`src/rtl/vc_writeback_engine.sv`:
```
// Victim cache writeback engine: reads dirty lines out of the data array and
// writes them to physical memory, either one victim or every dirty entry.
module vc_writeback_engine #(
    parameter int width = 128,
    parameter int tagw  = 12
) (
    input  logic             clk,
    input  logic             reset_n,
    input  logic             evict_req,
    input  logic [2:0]       evict_index,
    input  logic             flush_req,
    input  logic [7:0]       dirty_in,
    input  logic [width-1:0] wdataout,
    input  logic [tagw-1:0]  wtag_in,
    output logic [2:0]       wb_index_out,
    output logic             pmem_write,
    output logic [15:0]      pmem_address,
    output logic [width-1:0] pmem_wdata,
    input  logic             pmem_resp,
    output logic             clear_dirty,
    output logic [2:0]       clear_index,
    output logic             evict_done,
    output logic             flush_done,
    output logic             busy
);

    typedef enum logic [2:0] {
        IDLE,
        SCAN,
        LOAD,
        WRITE,
        DONE
    } state_t;

    typedef enum logic {
        MODE_EVICT,
        MODE_FLUSH
    } mode_t;

    state_t     state, next_state;
    mode_t      mode, next_mode;
    logic [2:0] idx_q, next_idx;
    logic [2:0] scan_idx;
    logic       scan_hit;
    logic       evict_accept;
    logic       flush_accept;
    logic       clean_ack;
    logic       flush_finish;

    assign wb_index_out = idx_q;

    // Lowest-numbered dirty entry; the descending loop lets the smallest index win.
    always_comb begin
        scan_idx = 3'd0;
        scan_hit = |dirty_in;
        for (int i = 7; i >= 0; i--) begin
            if (dirty_in[i]) begin
                scan_idx = 3'(i);
            end
        end
    end

    // Requests stay high through the cycle carrying their done pulse, so a
    // request seen while its own acknowledge is up is the old one and is ignored.
    always_comb begin
        next_state   = state;
        next_mode    = mode;
        next_idx     = idx_q;
        clean_ack    = 1'b0;
        flush_finish = 1'b0;
        evict_accept = evict_req && !evict_done;
        flush_accept = flush_req && !flush_done;

        case (state)
            IDLE: begin
                if (evict_accept) begin
                    if (dirty_in[evict_index]) begin
                        next_idx   = evict_index;
                        next_mode  = MODE_EVICT;
                        next_state = LOAD;
                    end else begin
                        clean_ack = 1'b1;
                    end
                end else if (flush_accept) begin
                    next_mode  = MODE_FLUSH;
                    next_state = SCAN;
                end
            end
            SCAN: begin
                if (scan_hit) begin
                    next_idx   = scan_idx;
                    next_state = LOAD;
                end else begin
                    flush_finish = 1'b1;
                    next_state   = IDLE;
                end
            end
            LOAD: begin
                next_state = WRITE;
            end
            WRITE: begin
                if (pmem_resp) begin
                    next_state = DONE;
                end
            end
            DONE: begin
                next_state = (mode == MODE_EVICT) ? IDLE : SCAN;
            end
            default: begin
                next_state = IDLE;
            end
        endcase
    end

    // All outputs are registered from the next state so they line up with it.
    always_ff @(posedge clk or negedge reset_n) begin
        if (!reset_n) begin
            state        <= IDLE;
            mode         <= MODE_EVICT;
            idx_q        <= 3'd0;
            pmem_write   <= 1'b0;
            pmem_address <= 16'd0;
            pmem_wdata   <= '0;
            clear_dirty  <= 1'b0;
            clear_index  <= 3'd0;
            evict_done   <= 1'b0;
            flush_done   <= 1'b0;
            busy         <= 1'b0;
        end else begin
            state       <= next_state;
            mode        <= next_mode;
            idx_q       <= next_idx;
            busy        <= (next_state != IDLE);
            pmem_write  <= (next_state == WRITE);
            clear_dirty <= (next_state == DONE);
            evict_done  <= clean_ack || ((next_state == DONE) && (mode == MODE_EVICT));
            flush_done  <= flush_finish;
            if (next_state == DONE) begin
                clear_index <= idx_q;
            end
            if (state == LOAD) begin
                pmem_address <= 16'({wtag_in, 4'b0000});
                pmem_wdata   <= wdataout;
            end
        end
    end

endmodule

```
`config.mk`:
```
export PLATFORM = sky130hd
export DESIGN_NAME = vc_writeback_engine
export DESIGN_NICKNAME = d
export VERILOG_FILES = /design/src/rtl/vc_writeback_engine.sv
export SDC_FILE = /design/constraint.sdc
export NUM_CORES = 1
export LEC_CHECK = 0
export BUFFER_PORTS_ARGS = -buffer_cell sky130_fd_sc_hd__buf_2
export CORE_UTILIZATION = 39
export CTS_BUF_LIST = sky130_fd_sc_hd__clkbuf_8 sky130_fd_sc_hd__clkbuf_16
export DETAILED_ROUTE_END_ITERATION = 8
export PLACE_DENSITY = 0.71
export SKIP_LAST_GASP = 1
export SYNTH_ARGS = -nofsm -noshare
export SYNTH_HDL_FRONTEND = slang
export SYNTH_SLANG_ARGS = --single-unit
```
`constraint.sdc`:
```
create_clock -name clk -period 1.9 [get_ports clk]
set_input_delay 0 -clock clk [delete_from_list [all_inputs] [get_ports clk]]
set_output_delay 0 -clock clk [all_outputs]
set_load 0.1 [all_outputs]
```
==> metrics <==
Top delay family on crit path=multiplexers; Post-Route WL=17930 um; antenna viol nets, final=0; Initial Utilization=40.62%; most common cell after layout, fill and taps aside=buf_2; Yosys cell types=30; io pins=311; clock skew=0.008201 ns; vias in the first global route=5755; CP bufs+invs=2; commonest non-fill, non-tap cells in the layout=305 x buf_2, 154 x dfrtp_1, 149 x dlygate4sd3_1; worst stage delay on the critical path=0.56 ns; Reg clk slew, reported paths=0.06 ns; Pins Over Slew Limit=0; critical path's most frequent cell=mux2_4; Setup Crit Path Kind=input port to flop; Die X=126.0 um; setup repair bufs after CTS=0; share of post-route cells with drive strength above 1=58.12%; all-layer global routing usage=23.38%; setup violation total in the final timing report=0; sequential share of the synthesized area=64.72%; Die H=126.0 um; fillcell total=982; Final Hold Violating Endpoints=0; CTS max path bufs=2; CTS tree=yes; nets=1005; clock latency on the worst-skew pair=0.41 ns; first drt pass iteration count=5; Layout area overhead=66.76%; Post-route DRC=0; CTS Sinks=155; total CTS buffers=17; first-pass GRT wire length=28510 um; final hold slack=0.03254 ns; Wirelength per Cell=17.13 um; area share of the largest cell type after synthesis=64.72%; Worst Tran Pin Value=0.6189 ns; Final HPWL DP=11450 um; mapped cell area=5993 um^2; PortBufs=306; Max FO, Critical Path=3; vias=5031; yosys warns=0; cell taking the most area after synthesis=dfrtp_1; unrepaired setup endpoints after global routing=false; Fin Setup TNS=0 ns; Synth Instances=378; synth top area cells=dfrtp_1 65%, mux2_2 26%, buf_2 1.3%; core area=14750 um^2; Slew headroom=58.36%; Worst EP required=2.20 ns; CTS root buffer=clkbuf_16; initial antenna violation count=0; Seq cells post-synth=155; # rows=44; post-layout min period=1.753 ns; total grt overflow=0; critical-path cell list=dlygate4sd3_1 > buf_2 > mux4_1 > mux2_4 > o22ai_4 > mux2_4; crit path max-delay cell type=mux4_1; period utilization=92.26%; WP data arrival=2.05 ns; Starting DRT DRC Count=175; H-tree levels=4; status=completed; Syn Area/Cell=15.86 um^2; critical path launch point type=input port; pin count of the biggest net entering global routing=56; crit path capture type=flop; worst hold path class=input port to flop; max cap viols=0; via density per instance=4.805; final RePlAce weighted congestion=0.8568; Die Area=15870 um^2; fmax=570.4 MHz
final cells by class:
class / count / area [um^2] / share of cell area [%]
antenna: 1 / 2.502 / 0.02504
clock buffer: 19 / 452.9 / 4.532
clock inverter: 13 / 188.9 / 1.890
inverter: 4 / 15.01 / 0.1502
multi-input combinational: 200 / 2001 / 20.02
sequential: 155 / 3880 / 38.82
tap: 184 / 230.2 / 2.303
timing repair buffer: 471 / 3224 / 32.26
worst paths after layout:
path	end	cells after the start	slack (ns)	startpoint
setup / recovery	wb_index_out[1]$_DFFE_PN0P_	6	0.15	evict_index[2]
max in group asynchronous	pmem_wdata[20]$_DFFE_PN0P_	3	1.13	reset_n
hold / removal	mode$_DFFE_PN0P_	3	0.03	flush_req
setup reg to reg	pmem_wdata[45]$_DFFE_PN0P_	5	0.15	state[2]$_DFF_PN0_
hold reg to reg	clear_index[1]$_DFFE_PN0P_	2	0.48	clear_index[1]$_DFFE_PN0P_
min in group asynchronous	pmem_address[4]$_DFFE_PN0P_	2	0.10	reset_n
worst reg2reg max path, stage by stage, from the launching register on:
cell and delay, ns:
dfrtp_1 0.43, nand2b_1 0.23, nor2_4 0.17, buf_12 0.23, buf_12 0.21, mux2_2 0.37
sequential cells by signal, indices dropped and copies added, names as in the netlist:
| signal | cells |
|---|---|
| busy | 1 |
| clear_dirty | 1 |
| clear_index | 3 |
| evict_done | 1 |
| flush_done | 1 |
| mode | 1 |
| pmem_address | 12 |
| pmem_wdata | 128 |
| pmem_write | 1 |
| state | 3 |
| wb_index_out | 3 |
metal layers:
| metal | part of all wire [%] | up-vias | track usage (%) |
|---|---|---|---|
| li1 | - | 2283 | - |
| met1 | 36 | 2449 | 23.40 |
| met2 | 54 | 248 | 43.58 |
| met3 | 6.8 | 51 | 6.754 |
| met4 | 3.4 | 0 | 12.40 |
| met5 | 0 | - | 0 |
kinds of logic (layout without fill, tap and decap cells):
family | Yosys count | in the layout | share of synthesized area (%)
muxes | 147 | 147 | 28.27
AOI/OAI and AO/OA | 14 | 14 | 1.733
buffers and inverters | 26 | 507 | 2.213
DFF | 155 | 155 | 64.72
and+or+nand+nor | 35 | 35 | 3.006
other | 1 | 5 | 0.06257
synth_stat cells:
| library cell | n |
|---|---|
| o31ai_1 | 1 |
| mux2_4 | 3 |
| nor4b_1 | 1 |
| a22o_1 | 2 |
| nor3_1 | 3 |
| clkbuf_1 | 2 |
| or3b_1 | 1 |
| buf_2 | 16 |
| o21ai_0 | 3 |
| o22ai_4 | 1 |
| inv_1 | 4 |
| nor2_1 | 7 |
| buf_4 | 4 |
| nand2b_1 | 1 |
| dfrtp_1 | 155 |
| a21oi_1 | 4 |
| o22ai_1 | 1 |
| and2_1 | 1 |
| o2111ai_1 | 1 |
| a21oi_2 | 1 |
| nor3b_1 | 2 |
| nor2b_1 | 3 |
| mux4_1 | 2 |
| or4bb_1 | 1 |
| conb_1 | 1 |
| nor4_1 | 2 |
| nand2_1 | 12 |
| mux2_2 | 140 |
| mux2i_1 | 2 |
| or2_2 | 1 |
metrics by stage:
step	util (%)	worst slack, ns	instance area (um^2)	cells
finish	67.74	0.1470	9995	1047
global route	67.72	0.06842	9992	1046
CTS	67.72	0.1543	9992	1046
detailed placement	53.26	0.1697	7859	865
global placement	53.26	0.2234	7859	865
floorplan	-	0.2325	6006	381
repair_timing:
item	in CTS	in global routing
hold buffers	149	0
hold endpoints to repair	263	0
setup endpoints to repair	0	0
gates resized for setup	0	0
Power is not shown: default switching activity piles up to over one toggle a cycle in this logic, so the estimate is an artifact.
